## src/rtl/fifo_stream_packer_pkg.sv

```systemverilog
// Purpose: shared types, constants and helpers for the Fifo stream packer.
// Latency: n/a (package only).
// Backpressure: n/a (package only).
// Contents: show-ahead read-contract signal levels, counter width derivation,
//           lane bit-offset helper.
`timescale 1ns/1ps
package fifo_stream_packer_pkg;

  // Raw signal levels.
  localparam logic c_LO = 1'b0;
  localparam logic c_HI = 1'b1;

  // Show-ahead Fifo read contract: empty is high when nothing is at the head,
  // rdena high at a clock edge pops the head word.
  localparam logic c_FIFO_EMPTY = c_HI;
  localparam logic c_RDENA_POP  = c_HI;

  // Reset level of the read-domain reset.
  localparam logic c_RST_ACTIVE = c_LO;

  // Counter must hold 0..ratio inclusive (out_words reports a full word as ratio).
  function automatic int cnt_width(input int ratio);
    return $clog2(ratio + 1);
  endfunction

  // Least significant bit of a narrow lane inside the packed word.
  function automatic int lane_lsb(input int lane, input int width);
    return lane * width;
  endfunction

endpackage

```

## src/rtl/fifo_stream_packer_stream_out_reg.sv

```systemverilog
// Purpose: single-entry valid/ready output register carrying packed data and word count.
// Latency: 1 cycle from load to out_valid.
// Backpressure: holds data/count while out_valid & ~out_ready; slot_free reports a load may be taken.
// Ports: clk/rst (sync, active-low); load/load_data/load_words from the packer;
//        out_valid/out_ready/out_data/out_words downstream stream; slot_free back to the packer.
`timescale 1ns/1ps
module fifo_stream_packer_stream_out_reg
  import fifo_stream_packer_pkg::*;
#(
  parameter int p_DATA_WIDTH = 32,
  parameter int p_CNT_WIDTH  = 3
) (
  input  logic                    clk,
  input  logic                    rst,
  input  logic                    load,
  input  logic [p_DATA_WIDTH-1:0] load_data,
  input  logic [p_CNT_WIDTH-1:0]  load_words,
  input  logic                    out_ready,
  output logic                    out_valid,
  output logic [p_DATA_WIDTH-1:0] out_data,
  output logic [p_CNT_WIDTH-1:0]  out_words,
  output logic                    slot_free
);

  // An accepted word vacates the slot in the same cycle, so a new load may
  // land on the accepting edge with no bubble.
  assign slot_free = ~out_valid | out_ready;

  always_ff @(posedge clk) begin
    if (rst == c_RST_ACTIVE) begin
      out_valid <= 1'b0;
      out_data  <= '0;
      out_words <= '0;
    end else if (load) begin
      out_valid <= 1'b1;
      out_data  <= load_data;
      out_words <= load_words;
    end else if (out_ready) begin
      out_valid <= 1'b0;
    end
  end

endmodule

```

## src/rtl/fifo_stream_packer.sv

```systemverilog
// Purpose: drains a show-ahead Fifo and packs p_RATIO narrow words into one wide stream word.
// Latency: output valid one cycle after the completing pop (or after the flush takes effect).
// Backpressure: pops stall only when the last lane would need a busy output slot; flush waits for a free slot.
// Ports: clk/rst (sync, active-low); empty/rddata/rdena Fifo read port; flush partial-word request;
//        out_valid/out_ready/out_data/out_words packed stream; busy activity indicator.
`timescale 1ns/1ps
module fifo_stream_packer
  import fifo_stream_packer_pkg::*;
#(
  parameter int p_WIDTH     = 8,
  parameter int p_RATIO     = 4,
  parameter int p_CNT_WIDTH = cnt_width(p_RATIO)
) (
  input  logic                         clk,
  input  logic                         rst,
  input  logic                         empty,
  input  logic [p_WIDTH-1:0]           rddata,
  output logic                         rdena,
  input  logic                         flush,
  output logic                         out_valid,
  input  logic                         out_ready,
  output logic [p_WIDTH*p_RATIO-1:0]   out_data,
  output logic [p_CNT_WIDTH-1:0]       out_words,
  output logic                         busy
);

  localparam int                     c_OUT_W = p_WIDTH * p_RATIO;
  localparam logic [p_CNT_WIDTH-1:0] c_LAST  = p_CNT_WIDTH'(p_RATIO - 1);
  localparam logic [p_CNT_WIDTH-1:0] c_FULL  = p_CNT_WIDTH'(p_RATIO);

  logic [p_CNT_WIDTH-1:0] count, count_nxt;
  logic [c_OUT_W-1:0]     acc, acc_nxt, acc_with_head;
  logic                   flush_pend, flush_pend_nxt;
  logic                   slot_free;
  logic                   pop, pop_full, flush_emit, load;
  logic [c_OUT_W-1:0]     load_data;
  logic [p_CNT_WIDTH-1:0] load_words;

  // Accumulator with the Fifo head dropped into the lane selected by count.
  always_comb begin
    acc_with_head = acc;
    for (int i = 0; i < p_RATIO; i++) begin
      if (i == int'(count)) begin
        acc_with_head[lane_lsb(i, p_WIDTH) +: p_WIDTH] = rddata;
      end
    end
  end

  // Lanes below the last can always be filled; the last lane produces an
  // output word, so it needs the output slot to be free this cycle.
  assign pop = (rst != c_RST_ACTIVE) && (empty != c_FIFO_EMPTY) && !flush_pend &&
               ((count < c_LAST) || slot_free);
  assign rdena = pop ? c_RDENA_POP : ~c_RDENA_POP;

  assign pop_full   = pop && (count == c_LAST);
  // flush_pend blocks pops, so pop_full and flush_emit never coincide.
  assign flush_emit = flush_pend && (count != '0) && slot_free;
  assign load       = pop_full || flush_emit;
  assign load_data  = pop_full ? acc_with_head : acc;
  assign load_words = pop_full ? c_FULL : count;

  always_comb begin
    count_nxt      = count;
    acc_nxt        = acc;
    flush_pend_nxt = flush_pend;
    if (load) begin
      count_nxt = '0;
      acc_nxt   = '0;
    end else if (pop) begin
      count_nxt = count + p_CNT_WIDTH'(1);
      acc_nxt   = acc_with_head;
    end
    // A pending flush retires once the partial word is emitted, or
    // immediately if there was nothing left to emit.
    if (flush_pend) begin
      flush_pend_nxt = (count != '0) && !slot_free;
    end else begin
      flush_pend_nxt = flush;
    end
  end

  always_ff @(posedge clk) begin
    if (rst == c_RST_ACTIVE) begin
      count      <= '0;
      acc        <= '0;
      flush_pend <= 1'b0;
    end else begin
      count      <= count_nxt;
      acc        <= acc_nxt;
      flush_pend <= flush_pend_nxt;
    end
  end

  fifo_stream_packer_stream_out_reg #(
    .p_DATA_WIDTH (c_OUT_W),
    .p_CNT_WIDTH  (p_CNT_WIDTH)
  ) u_stream_out_reg (
    .clk        (clk),
    .rst        (rst),
    .load       (load),
    .load_data  (load_data),
    .load_words (load_words),
    .out_ready  (out_ready),
    .out_valid  (out_valid),
    .out_data   (out_data),
    .out_words  (out_words),
    .slot_free  (slot_free)
  );

  assign busy = (count != '0) || flush_pend || out_valid;

endmodule

```

## config.mk

```make
export PLATFORM = sky130hd
export DESIGN_NAME = fifo_stream_packer
export DESIGN_NICKNAME = d
export VERILOG_FILES = /design/src/rtl/fifo_stream_packer_pkg.sv /design/src/rtl/fifo_stream_packer_stream_out_reg.sv /design/src/rtl/fifo_stream_packer.sv
export SDC_FILE = /design/constraint.sdc
export NUM_CORES = 1
export LEC_CHECK = 0
export CORE_ASPECT_RATIO = 0.9
export CORE_UTILIZATION = 56
export DETAILED_ROUTE_END_ITERATION = 8
export PLACE_DENSITY = 0.91
export SYNTH_ARGS = -nofsm -noshare
export SYNTH_HDL_FRONTEND = slang
export SYNTH_SLANG_ARGS = --single-unit
```

## constraint.sdc

```tcl
create_clock -name clk -period 5.1 [get_ports clk]
set_input_delay 1.02 -clock clk [delete_from_list [all_inputs] [get_ports clk]]
set_output_delay 1.02 -clock clk [all_outputs]
set_load 0.01 [all_outputs]
```

==> summary.md, run 1 <==
| Metric | Value |
|---|---|
| Min Tclk post-route | `approximately 3.9 ns` |
| Seq cells post-synth | `72` |
| Htree depth | `3` |
| Via count | `approximately 2200` |
| Crit start category | `input pin` |
| Fin Setup TNS | `0 ns` |
| Mean Syn Cell Area | `11.4 µm²` |
| Synth Instances | `around 270` |
| Hold_buf cts | `0` |
| Slowest-stage cell, CP | `clkdlybuf4s50_1` |
| Worst-Margin Slew | `about 1.3 ns` |
| Fin. max-slew vios | `0` |
| CP required | `just over 4 ns` |
| Drc violations | `0` |
| Detailed Place HPWL | `about 4400 µm` |
| Kind of critical path | `in2out` |
| Clock tree buffer depth | `2` |
| Core area | `5010 µm²` |
| Final std cells w/o fill | `between 300 and 400` |
| WP data arrival | `between 2 and 3 ns` |
| Clk_lat worst skew | `0.35 ns` |
| Total routed wirelength | `approximately 6600 µm` |
| Largest net degree at the start of global routing | `33` |
| Status | `finished clean` |
| Post-synthesis cell type count | `35` |
| Total of warnings raised by yosys | `0` |
| Number of synthesized flops with an enable pin | `0` |
| Delay-heaviest family, CP | `buffers and inverters` |
| FP Rows | `24` |
| Initial antenna violation count | `0` |
| Most frequent CP cell | `clkdlybuf4s50_1` |
| Area post-placement | `3490 µm²` |
| Final RePlAce weighted congestion | `slightly below 0.8` |
| Final Net Count | `331` |
| Setup bufs post-CTS | `0` |
| Storage element area | `1440 µm²` |
| Starting DRT DRC Count | `83` |
| Worst slew margin | `between 15 and 20%` |
| Area growth, synth to finish | `21.3%` |
| Clk slew on worst S/H paths | `about 0.070 ns` |
| Asr flop ratio synth | `0%` |
| TritonCTS Buffers | `9` |
| P_leak | `between 1.5 and 2 nW` |
| Critical path's largest stage delay | `approximately 0.57 ns` |
| Multi-input gate area | `about 1400 µm²` |
| Post-Syn Area | `between 3000 and 4000 µm²` |
| Clock sinks | `a little over 70` |
| Sum of buffers and inverters on the critical path | `2` |
| Share of layout cells above drive strength 1 | `a little over 10%` |
| Period utilisation layout | `75.9%` |
| First-pass GRT wire length | `~11000 µm` |
| Fillers | `between 300 and 400` |
| Area leader, netlist | `dfxtp_1` |
| Chip height | `71.6 µm` |
| Synth top area cells | `dfxtp_1, mux2i_1, o2bb2ai_1, nor2_1, a211oi_1` |
| HP Class | `reg2reg` |
| Power Density | `~290 nW/µm²` |
| # port buffers | `50` |
| Final Hold Violating Endpoints | `0` |
| Wire per inst | `about 17 µm` |
| Achievable clock frequency | `around 0.26 GHz` |
| Critical Path Fanout Max | `9` |
| Initial Util | `approximately three fifths` |
| CTS tree | `yes` |
| Worst-path cell chain | `clkdlybuf4s50_1, nand2b_1, o211a_1, clkdlybuf4s50_1` |
| Boundary pin count | `about 50` |
| Crit path capture type | `output pin` |
| GRT Util Overall | `about a quarter` |
| Commonest register cell after synthesis | `dfxtp_1` |
| Clock skew | `between 0.007 and 0.008 ns` |
| Root Driver | `clkbuf_8` |
| Seq/Total Area, Yosys | `around 48%` |
| Net Count, Synth | `about 280` |
| First drt pass iteration count | `4` |
| Hold slack | `about 0.47 ns` |
| Cell total after placement | `around 370` |
| Post-synth top area share | `between 40% and 50%` |
| CTS resizes | `0` |
| # diodes | `0` |
| Number of global-route vias before repair | `between 2000 and 2500` |
| DIE AREA | `5680 µm²` |
| Vias/cell | `around 5.8` |
| Final Cell Area | `3650 µm²` |
| DRT antenna net count | `0` |
| Unrepaired setup endpoints after global routing | `false` |
| Max_cap viols | `0` |
| Total grt overflow | `0` |
| Final setup fails | `0` |
| Die extent in x | `79.3 µm` |
| Maximum vdd drop | `approximately 0.23 mV` |
[worst paths after layout]
path                                            start                   end  slack [ns]  cells past startpoint
worst min-delay path             acc[24]$_SDFFE_PP0P_  acc[24]$_SDFFE_PP0P_        0.47                      1
worst min register to register   acc[24]$_SDFFE_PP0P_  acc[24]$_SDFFE_PP0P_        0.47                      1
worst max-delay path                        out_ready                 rdena        1.23                      4
worst max register to register  count[0]$_SDFFE_PP0P_  acc[29]$_SDFFE_PP0P_        2.50                      6
[cell usage in the layout, fill, tap and decap left out, types with 2 or more instances in the layout]
master	n
nand4_2	2
nor2_1	39
mux2i_1	60
clkdlybuf4s50_1	50
and2_1	2
clkbuf_1	2
clkinv_2	2
dfxtp_1	72
nand2_1	2
ha_1	5
a211oi_1	9
nand2b_1	3
clkinvlp_4	2
and2_4	6
o2bb2ai_1	24
nor2b_1	2
nor3b_4	2
clkbuf_8	9
inv_1	4
nand3_2	3
o2111ai_4	2
a21oi_1	2
[metal layers]
metal	vias up	share of wire, %	global-route usage (%)
li1	1044	-	-
met3	12	5.9	9.04
met5	-	0	0
met4	0	1.2	9.90
met1	1089	45	32.1
met2	60	48	41.8
[Yosys cell counts (3+ instances only)]
cell type	n
nand3_2	3
mux2i_1	60
buf_2	4
and2_4	6
o2bb2ai_1	24
inv_1	4
ha_1	5
nand2b_1	3
a211oi_1	9
buf_4	3
buf_6	4
dfxtp_1	72
nor2_1	39
[registers in the layout, indices dropped and copies added (netlist names)]
register	count
acc	32
count	3
flush_pend	1
u_stream_out_reg.out_data	32
u_stream_out_reg.out_valid	1
u_stream_out_reg.out_words	3
[per-stage QoR]
step / worst slack (ns) / util (%) / power [mW]
final: 1.23 / 72.8 / 1.04
after global routing: 1.16 / 72.8 / 1.09
after CTS: 1.24 / 72.8 / 1.05
after detailed placement: 1.25 / 69.5 / 0.672
after global placement: 1.32 / 69.5 / 0.668
after floorplan: 2.45 / - / 0.644
[layout make-up]
cell class	instances	area share [%]
repair buffers	50	13.7
inverters	4	0.411
multi-input cells	176	39.7
clock buffers	11	3.60
clock inverters	5	0.925
flip-flops and latches	72	39.5
well taps	65	2.23
[logic make-up after synthesis]
family / after synthesis / share of synthesized area, %
compound gates: 43 / 13.0
xor+xnor: 1 / 0.291
fa+ha+maj: 5 / 2.08
buf+inv: 17 / 4.03
flops: 72 / 47.9
mux: 60 / 19.9
simple gates: 67 / 12.8
[report_power, final]
| group | switching, mW | total (mW) | leakage (nW) | internal (mW) |
|---|---|---|---|---|
| registers | 0.00821 | 0.577 | 0.581 | 0.569 |
| clock network | 0.206 | 0.382 | 0.0793 | 0.176 |
| logic | 0.0496 | 0.0825 | 0.924 | 0.0329 |
| total | 0.264 | 1.04 | 1.58 | 0.778 |
Note: power is estimated with default switching activity, not from simulation.
==> run 2: changes to the inputs <==
--- a/config.mk
+++ b/config.mk
@@ -6,9 +6,9 @@
 export NUM_CORES = 1
 export LEC_CHECK = 0
 export CORE_ASPECT_RATIO = 0.9
-export CORE_UTILIZATION = 56
+export CORE_UTILIZATION = 52
 export DETAILED_ROUTE_END_ITERATION = 8
-export PLACE_DENSITY = 0.91
+export PLACE_DENSITY = 0.85
 export SYNTH_ARGS = -nofsm -noshare
 export SYNTH_HDL_FRONTEND = slang
 export SYNTH_SLANG_ARGS = --single-unit
==> constraint.sdc (replaced) <==
create_clock -name clk -period 3.6 [get_ports clk]
set_input_delay 0.72 -clock clk [delete_from_list [all_inputs] [get_ports clk]]
set_output_delay 0.72 -clock clk [all_outputs]
set_load 0.01 [all_outputs]
==> run 2 against run 1 <==
Flip-flop and latch count is the same. Clock power grew 47%. Final area grew 0.93%. Global-route usage shrank 3.6 points. Highest routed layer unchanged.
==> summary.md, run 2 (synthesis results as in run 1) <==
| Metric | Value |
|---|---|
| Status | `finished clean` |
| Worst-Margin Slew | `approximately 0.7 ns` |
| Multi-input gate area | `1450 µm²` |
| Maximum vdd drop | `~0.29 mV` |
| Via count | `around 2200` |
| Clock sinks | `roughly 70` |
| Total grt overflow | `0` |
| Internal reg-to-reg setup slack | `~1.4 ns` |
| Final RePlAce weighted congestion | `~0.85` |
| Vias/cell | `~5.6` |
| Area growth, synth to finish | `22.4%` |
| HP Start | `u_stream_out_reg.out_data[12]$_SDFFE_PN0P_` |
| Chip height | `between 70 and 80 µm` |
| Power Density | `a little over 400 nW/µm²` |
| Final Hold Violating Endpoints | `0` |
| CTS tree | `yes` |
| Largest net degree at the start of global routing | `33` |
| GRT Util Overall | `~22%` |
| First-pass GRT wire length | `between 9000 and 10000 µm` |
| Wire per inst | `around 16 µm` |
| Storage element area | `1440 µm²` |
| Clk slew on worst S/H paths | `around 0.07 ns` |
| # diodes | `0` |
| Final Net Count | `335` |
| Number of global-route vias before repair | `1929` |
| Die extent in x | `about 82 µm` |
| WP data arrival | `about 2.3 ns` |
| P_leak | `1.61 nW` |
| Root Driver | `clkbuf_8` |
| Starting DRT DRC Count | `110` |
| Worst slew margin | `53.0%` |
| Most frequent cells in the layout | `dfxtp_1, mux2i_1, clkdlybuf4s50_1, nor2_1, o2bb2ai_1` |
| Fillers | `between 400 and 500` |
| Min Tclk post-route | `approximately 3.0 ns` |
| Share of layout cells above drive strength 1 | `about 11%` |
| Final std cells w/o fill | `389` |
| TritonCTS Buffers | `9` |
| Achievable clock frequency | `~0.33 GHz` |
| FP Rows | `25` |
| Worst flop-to-flop path endpoint | `u_stream_out_reg.out_data[4]$_SDFFE_PN0P_` |
| Kind of critical path | `in2out` |
| Slowest-stage cell, CP | `clkdlybuf4s50_1` |
| Htree depth | `3` |
| Critical Path Fanout Max | `5` |
| DIE AREA | `6100 µm²` |
| HP Class | `reg2reg` |
| Core area | `about 5400 µm²` |
| Boundary pin count | `slightly above 50` |
| Initial Util | `between 50% and 60%` |
| Fin util | `between 60% and 70%` |
| Detailed Place HPWL | `roughly 4200 µm` |
| Fin. max-slew vios | `0` |
| Cell total after placement | `~370` |
| # port buffers | `50` |
| Period utilisation layout | `84.0%` |
| CP required | `between 2 and 3 ns` |
| First drt pass iteration count | `4` |
| Clock tree buffer depth | `2` |
| Most common cell after layout, fill and taps aside | `dfxtp_1` |
| Crit start category | `input pin` |
| Hold_buf cts | `0` |
| Clk_lat worst skew | `~0.35 ns` |
| Clock skew | `approximately 0.0067 ns` |
| Setup bufs post-CTS | `0` |
| Max_cap viols | `0` |
| Most frequent CP cell | `clkdlybuf4s50_1` |
| Hold path endpoint | `u_stream_out_reg.out_data[12]$_SDFFE_PN0P_` |
| Leading registers by flop count | `acc (32), u_stream_out_reg.out_data (32)` |
| Crit path capture type | `output pin` |
| Critical path's largest stage delay | `0.56 ns` |
| Drc violations | `0` |
| Initial antenna violation count | `0` |
| CTS resizes | `0` |
| Final setup fails | `0` |
| R2r startpoint | `count[0]$_SDFFE_PP0P_` |
| Worst-path cell chain | `clkdlybuf4s50_1, nor2_1, o211a_1, clkdlybuf4s50_1` |
| Worst Reg2Reg Path Length in Cells | `7` |
| DRT antenna net count | `0` |
| Unrepaired setup endpoints after global routing | `false` |
| Hold path depth | `1` |
| Fin Setup TNS | `0 ns` |
| Total routed wirelength | `6240 µm` |
[run 2: worst max-delay path by stage]
stage / slack, ns / depth (start not counted) / endpoint / from
6_report: 0.58 / 4 / rdena / empty
5_1_grt: 0.48 / 4 / rdena / empty
4_1_cts: 0.56 / 4 / rdena / empty
3_5_place_dp: 0.57 / 4 / rdena / empty
3_3_place_gp: 0.58 / 4 / rdena / empty
2_1_floorplan: 1.55 / 3 / rdena / out_ready
[run 2: metrics by stage]
step           area, µm²  hold WS, ns  setup WS, ns  power (mW)
6_report            3690        0.469         0.576        1.50
5_1_grt             3690        0.480         0.480        1.55
4_1_cts             3690        0.469         0.563        1.51
3_5_place_dp        3520        0.448         0.569       0.954
3_3_place_gp        3520        0.442         0.582       0.951
2_1_floorplan       3010        0.430          1.55       0.912
[run 2: worst max-delay path, delay by kind of cell]
family	cells	cell delay, ns
and+or+nand+nor	1	0.24
AOI/OAI and AO/OA	1	0.29
buffers and inverters	2	1.06
[run 2: layer usage]
metal / vias up / share of wire [%] / track usage (%)
met5: - / 0 / 0
met1: 1048 / 47 / 30.3
met2: 64 / 46 / 32.6
met3: 11 / 6.1 / 7.48
li1: 1052 / - / -
met4: 0 / 1.6 / 9.16
[run 2: area by class of cell]
type	instances	area share [%]
clock buffer	13	4.04
clock inverter	3	0.475
inverter	4	0.407
multi-input combinational	176	39.3
sequential	72	39.1
tap	67	2.27
timing repair buffer	54	14.4
[run 2: power breakdown]
group | internal (mW) | leakage, nW | switching, mW
Combinational | 0.0491 | 0.942 | 0.0691
Clock | 0.267 | 0.0834 | 0.295
Sequential | 0.806 | 0.581 | 0.0109
==> run 3: changes to the inputs <==
--- a/config.mk
+++ b/config.mk
@@ -6,9 +6,9 @@
 export NUM_CORES = 1
 export LEC_CHECK = 0
 export CORE_ASPECT_RATIO = 0.9
-export CORE_UTILIZATION = 52
+export CORE_UTILIZATION = 47
 export DETAILED_ROUTE_END_ITERATION = 8
-export PLACE_DENSITY = 0.85
+export PLACE_DENSITY = 0.82
 export SYNTH_ARGS = -nofsm -noshare
 export SYNTH_HDL_FRONTEND = slang
 export SYNTH_SLANG_ARGS = --single-unit
==> constraint.sdc (replaced) <==
create_clock -name clk -period 2.42 [get_ports clk]
set_input_delay 0.484 -clock clk [delete_from_list [all_inputs] [get_ports clk]]
set_output_delay 0.484 -clock clk [all_outputs]
set_load 0.01 [all_outputs]
==> run 3 against run 2 <==
Hold slack worse by 0.0010 ns. Die area up 10%. Critical path type unchanged. Critical endpoint unchanged. Via count down 2.0%. Critical path depth unchanged. Global-route usage down 2.4 points.
==> summary.md, run 3 (synthesis results as in run 1) <==
| Metric | Value |
|---|---|
| Chip height | `a little under 80 µm` |
| P_int | `about 1.7 mW` |
| Max_cap viols | `0` |
| Worst-Margin Slew | `0.744 ns` |
| Drc violations | `0` |
| Clk_lat worst skew | `between 0.3 and 0.4 ns` |
| P_leak | `between 1.5 and 2 nW` |
| Total routed wirelength | `6110 µm` |
| Clk slew on worst S/H paths | `0.07 ns` |
| Final RePlAce weighted congestion | `0.852` |
| Leading registers by flop count | `acc (32), u_stream_out_reg.out_data (32)` |
| Number of global-route vias before repair | `approximately 2200` |
| Share of layout cells above drive strength 1 | `around 14%` |
| R2r startpoint | `count[0]$_SDFFE_PP0P_` |
| DIE AREA | `6730 µm²` |
| Achievable clock frequency | `0.435 GHz` |
| Clock skew | `~0.005 ns` |
| Critical Path Fanout Max | `2` |
| Wire per inst | `14.8 µm` |
| Largest net degree at the start of global routing | `26` |
| Sw frac | `a little under a quarter` |
| Combinational share of power | `8.4%` |
| Power Density | `a little under 600 nW/µm²` |
| TritonCTS Buffers | `9` |
| Maximum vdd drop | `approximately 0.37 mV` |
| Root Driver | `clkbuf_8` |
| Starting DRT DRC Count | `82` |
| Detailed Place HPWL | `around 4300 µm` |
| FP Rows | `27` |
| Hold slack | `around 0.47 ns` |
| M3 GR Usage | `approximately 5.6%` |
| WP data arrival | `1.81 ns` |
| Most frequent cells in the layout | `dfxtp_1, mux2i_1, clkdlybuf4s50_1, nor2_1, o2bb2ai_1` |
| M1 GR Usage | `between 20% and 30%` |
| Final worst slack | `~0.12 ns` |
| First drt pass iteration count | `4` |
| Clock share of power | `between 30 and 40%` |
| Most frequent CP cell | `clkdlybuf4s50_1` |
| HP Class | `reg2reg` |
| Fillers | `about 500` |
| Final Hold Violating Endpoints | `0` |
| Final Cell Area | `about 3800 µm²` |
| Most common cell after layout, fill and taps aside | `dfxtp_1` |
| Crit start category | `input pin` |
| Htree depth | `3` |
| Boundary pin count | `51` |
| Area growth, synth to finish | `25.6%` |
| Vias/cell | `slightly above 5` |
| Die extent in x | `between 80 and 90 µm` |
| Initial Util | `roughly 50%` |
| Delay-heaviest family, CP | `buffers and inverters` |
| Via count | `~2100` |
| Tot Pwr | `between 2 and 2.5 mW` |
| # diodes | `0` |
| DP Worst Slack | `-0.0792 ns` |
| Worst flop-to-flop path endpoint | `u_stream_out_reg.out_data[30]$_SDFFE_PN0P_` |
| # port buffers | `50` |
| Hold path endpoint | `u_stream_out_reg.out_data[3]$_SDFFE_PN0P_` |
| Setup bufs post-CTS | `0` |
| DRT antenna net count | `0` |
| Hold path depth | `1` |
| Crit path capture type | `output pin` |
| Kind of critical path | `in2out` |
| Worst slew margin | `just over 50%` |
| Slowest-stage cell, CP | `clkdlybuf4s50_1` |
| HP Start | `u_stream_out_reg.out_data[3]$_SDFFE_PN0P_` |
| Core area | `roughly 6000 µm²` |
| GRT Util Overall | `approximately 20%` |
| Clock tree buffer depth | `2` |
| Initial antenna violation count | `0` |
| Routing usage on met2 | `31.2%` |
| CTS tree | `yes` |
| Worst-path cell chain | `clkdlybuf4s50_1, nand2b_1, o211a_1, clkdlybuf4s50_1` |
| Min Tclk post-route | `around 2.3 ns` |
| Gr busiest metal | `met2` |
| Unrepaired setup endpoints after global routing | `false` |
| Total grt overflow | `0` |
| Critical path's largest stage delay | `between 0.5 and 0.6 ns` |
| Period utilisation layout | `a little over nine tenths` |
| Worst Reg2Reg Path Length in Cells | `6` |
| Status | `finished clean` |
| CP required | `1.94 ns` |
| Sum of buffers and inverters on the critical path | `2` |
| Final Net Count | `340` |
| Clock sinks | `roughly 70` |
| Final setup fails | `0` |
| Internal reg-to-reg setup slack | `0.36 ns` |
| Area post-placement | `roughly 3600 µm²` |
| Fin Setup TNS | `0 ns` |
| Fin. max-slew vios | `0` |
| First-pass GRT wire length | `around 10000 µm` |
| Net load switching power | `between 500 and 600 µW` |
| Seq pwr share | `a little over half` |
==> run 3: cell types whose count changed in the layout (fill, tap and decap cells not counted), moves of 2 or more <==
cell,change
buf_4,+4
clkbuf_1,-2
dfxtp_1,-2
dfxtp_2,+2
==> run 3: final cells by class <==
cell class	instances	area, µm²	share of cell area, %
Clock buffer	12	155	4.10
Tap cell	87	109	2.88
Inverter	4	15.0	0.397
Multi-Input combinational cell	176	1460	38.6
Sequential cell	72	1440	38.2
Timing Repair Buffer	59	583	15.4
Clock inverter	3	17.5	0.463
==> run 3: per-layer routing <==
metal	vias up	wire length (µm)
li1	1060	-
met1	1029	3010
met2	38	2840
met3	5	218
met4	0	39
met5	-	0
==> run 3: metrics by stage <==
step,cells,util (%)
3_3_place_gp,398,58.5
4_1_cts,413,61.3
5_1_grt,413,61.5
3_5_place_dp,398,58.5
2_1_floorplan,265,-
6_report,413,61.5
==> run 3: how the worst max path moves through the flow <==
stage | end | cells after the start | start
2_1_floorplan | acc[25]$_SDFFE_PP0P_ | 8 | count[0]$_SDFFE_PP0P_
3_3_place_gp | u_stream_out_reg.out_valid$_SDFFE_PN0P_ | 6 | out_ready
3_5_place_dp | u_stream_out_reg.out_valid$_SDFFE_PN0P_ | 6 | out_ready
4_1_cts | rdena | 3 | count[1]$_SDFFE_PP0P_
5_1_grt | rdena | 3 | count[2]$_SDFFE_PP0P_
6_report | rdena | 4 | out_ready
==> run 3: what timing repair did <==
action                                  in CTS  in global routing
endpoints found under the hold margin        0                  0
endpoints found under the setup margin       2                  4
hold buffers                                 0                  0
resized for setup                            1                  4
==> run 3: power groups by stage <==
stage | Clock (mW) | Combinational [mW] | Sequential (mW)
final | 0.828 | 0.187 | 1.22
after global routing | 0.911 | 0.202 | 1.22
after global placement | 0 | 0.183 | 1.24
after CTS | 0.853 | 0.187 | 1.22
after detailed placement | 0 | 0.187 | 1.24
after floorplan | 0 | 0.117 | 1.24
==> RTL edit (settings of run 1) <==
Change the parameter `p_WIDTH` from 8 to 12.
--- a/src/rtl/fifo_stream_packer.sv
+++ b/src/rtl/fifo_stream_packer.sv
@@ -7,7 +7,7 @@
 module fifo_stream_packer
   import fifo_stream_packer_pkg::*;
 #(
-  parameter int p_WIDTH     = 8,
+  parameter int p_WIDTH     = 12,
   parameter int p_RATIO     = 4,
   parameter int p_CNT_WIDTH = cnt_width(p_RATIO)
 ) (
Ports: changed (resized out_data and rddata); port bits go from 51 to 71. No check against the original RTL was run, so the function may have changed too.
==> RTL edit against run 1 <==
Core utilization decreased by 1.8 points. Area after synthesis increased by 39%. Global-route usage decreased by 1.2 points. Routed wire length increased by 37%. Largest power group unchanged. Final cell count increased by 38%. Worst setup slack improved by 0.017 ns. Design area increased by 39%. Synthesized cell count increased by 41%. Total power increased by 42%. Sequential cell count increased by 32. Maximum frequency increased by 0.43%. Combinational power increased by 35%. Register-to-register slack improved by 0.20 ns. Largest cell class is now sequential cells. Count of clock-buffer cells in the layout unchanged.
==> RTL edit: results (changes against run 1) <==
Setup path
  – R2R Setup Slk: 2.70 ns (+0.20 ns)
  – Max FO, Critical Path: 5 (-4)
  – Worst r2r dst: u_stream_out_reg.out_data[8]
  – WP data arrival: 2.84 ns (about the same)

Outcome
  – Outcome: completed

Layout
  – Largest registers: acc x48, u_stream_out_reg.out_data x48
  – Fin nets: 452 (+37%)

Global routing
  – Largest net degree at the start of global routing: 40 (+21%)
  – Gr usage total: 24.78% (-1.2 points)
  – Global-route wire length before repair: 14860 µm (+35%)
  – Vias in the first global route: 2944 (+32%)

Min path
  – Hold path start: acc[46]
  – Hold Crit Endpoint: acc[46]

Place
  – Post-DP Area: 4862 µm² (+39%)
  – RD Place Congestion: 0.8429 (+8.0%)

Routing
  – Vias per inst: 5.555 (-3.5%)
  – Routed WL per cell: 17.14 µm (-0.54%)

Pwr
  – Int Power: 1.124 mW (+45%)
  – Static Leak: 2.135 nW (+35%)
  – Peak supply drop: 0.2069 mV (-9.2%)

Timing
  – Skew final: 0.01161 ns (+0.003629 ns)
  – Max-slew headroom: 22.96% (+6.7 points)

CTS
  – Clock-pin slew on the worst setup and hold paths: 0.09 ns (+0.02 ns)

Logic synthesis
  – Library cells used by synthesis: 37 (+5.7%)
  – Syn_nets: 395 (+40%)
  – Synth cell count leaders: dfxtp_1, mux2i_1, nor2_1
RTL edit: changes by cell type after synthesis, sizes merged, moves of 6 or more:
cell / run 1 / this run
a211oi: 9 / 15
buf: 12 / 20
dfxtp: 72 / 104
mux2i: 60 / 88
nor2: 39 / 53
o2bb2ai: 24 / 36
RTL edit: kinds of logic after synthesis:
group	after synthesis	synth area share, %
multiplexers	88	21.10
adder cells (fa/ha/maj)	5	1.499
AND/OR/NAND/NOR	87	11.06
AO/OA/AOI/OAI	58	12.29
XOR/XNOR	1	0.2099
buffers and inverters	30	3.957
flip-flops	104	49.88
RTL edit: power groups by stage:
stage / clock [mW] / sequential, mW / combinational, mW
final: 0.536 / 0.830 / 0.111
after detailed placement: 0 / 0.849 / 0.110
after floorplan: 0 / 0.846 / 0.0688
after global placement: 0 / 0.848 / 0.107
after global routing: 0.580 / 0.832 / 0.120
after CTS: 0.543 / 0.830 / 0.111
RTL edit: final cells by class:
class                           instances  area (µm²)
Clock buffer                           11       151.4
Clock inverter                          5       61.31
Fill cell                             517        2073
Inverter                                4       15.01
Multi-Input combinational cell        239        1933
Sequential cell                       104        2082
Tap cell                               93       116.4
Timing Repair Buffer                   72       715.7
RTL edit: per-layer routing:
metal	share of wire, %	GRT usage, %	vias up
li1	-	-	1444
met1	45	32.62	1383
met2	48	38.57	90
met3	5.3	5.464	16
met4	2.3	11.61	0
met5	0	0	-
RTL edit: metrics by stage:
step                      std cells  total power [mW]  setup slack (ns)  hold slack (ns)  util (%)
after floorplan                 373            0.9150             2.368           0.4291         -
final                           528             1.477             1.244           0.4659     71.00
after global routing            528             1.531             1.172           0.4870     71.00
after detailed placement        512            0.9589             1.271           0.4429     68.02
after CTS                       528             1.484             1.256           0.4705     71.00
after global placement          512            0.9546             1.294           0.4405     68.02
RTL edit: how the worst max path moves through the flow:
stage	end	cells after the start
after floorplan	rdena	2
after global placement	rdena	4
after detailed placement	rdena	4
after CTS	rdena	4
after global routing	rdena	4
final	rdena	4
RTL edit: critical path: stages:
cell	delay (ns)
clkdlybuf4s50_1	0.48
and2b_1	0.27
a211oi_2	0.44
clkdlybuf4s50_1	0.62
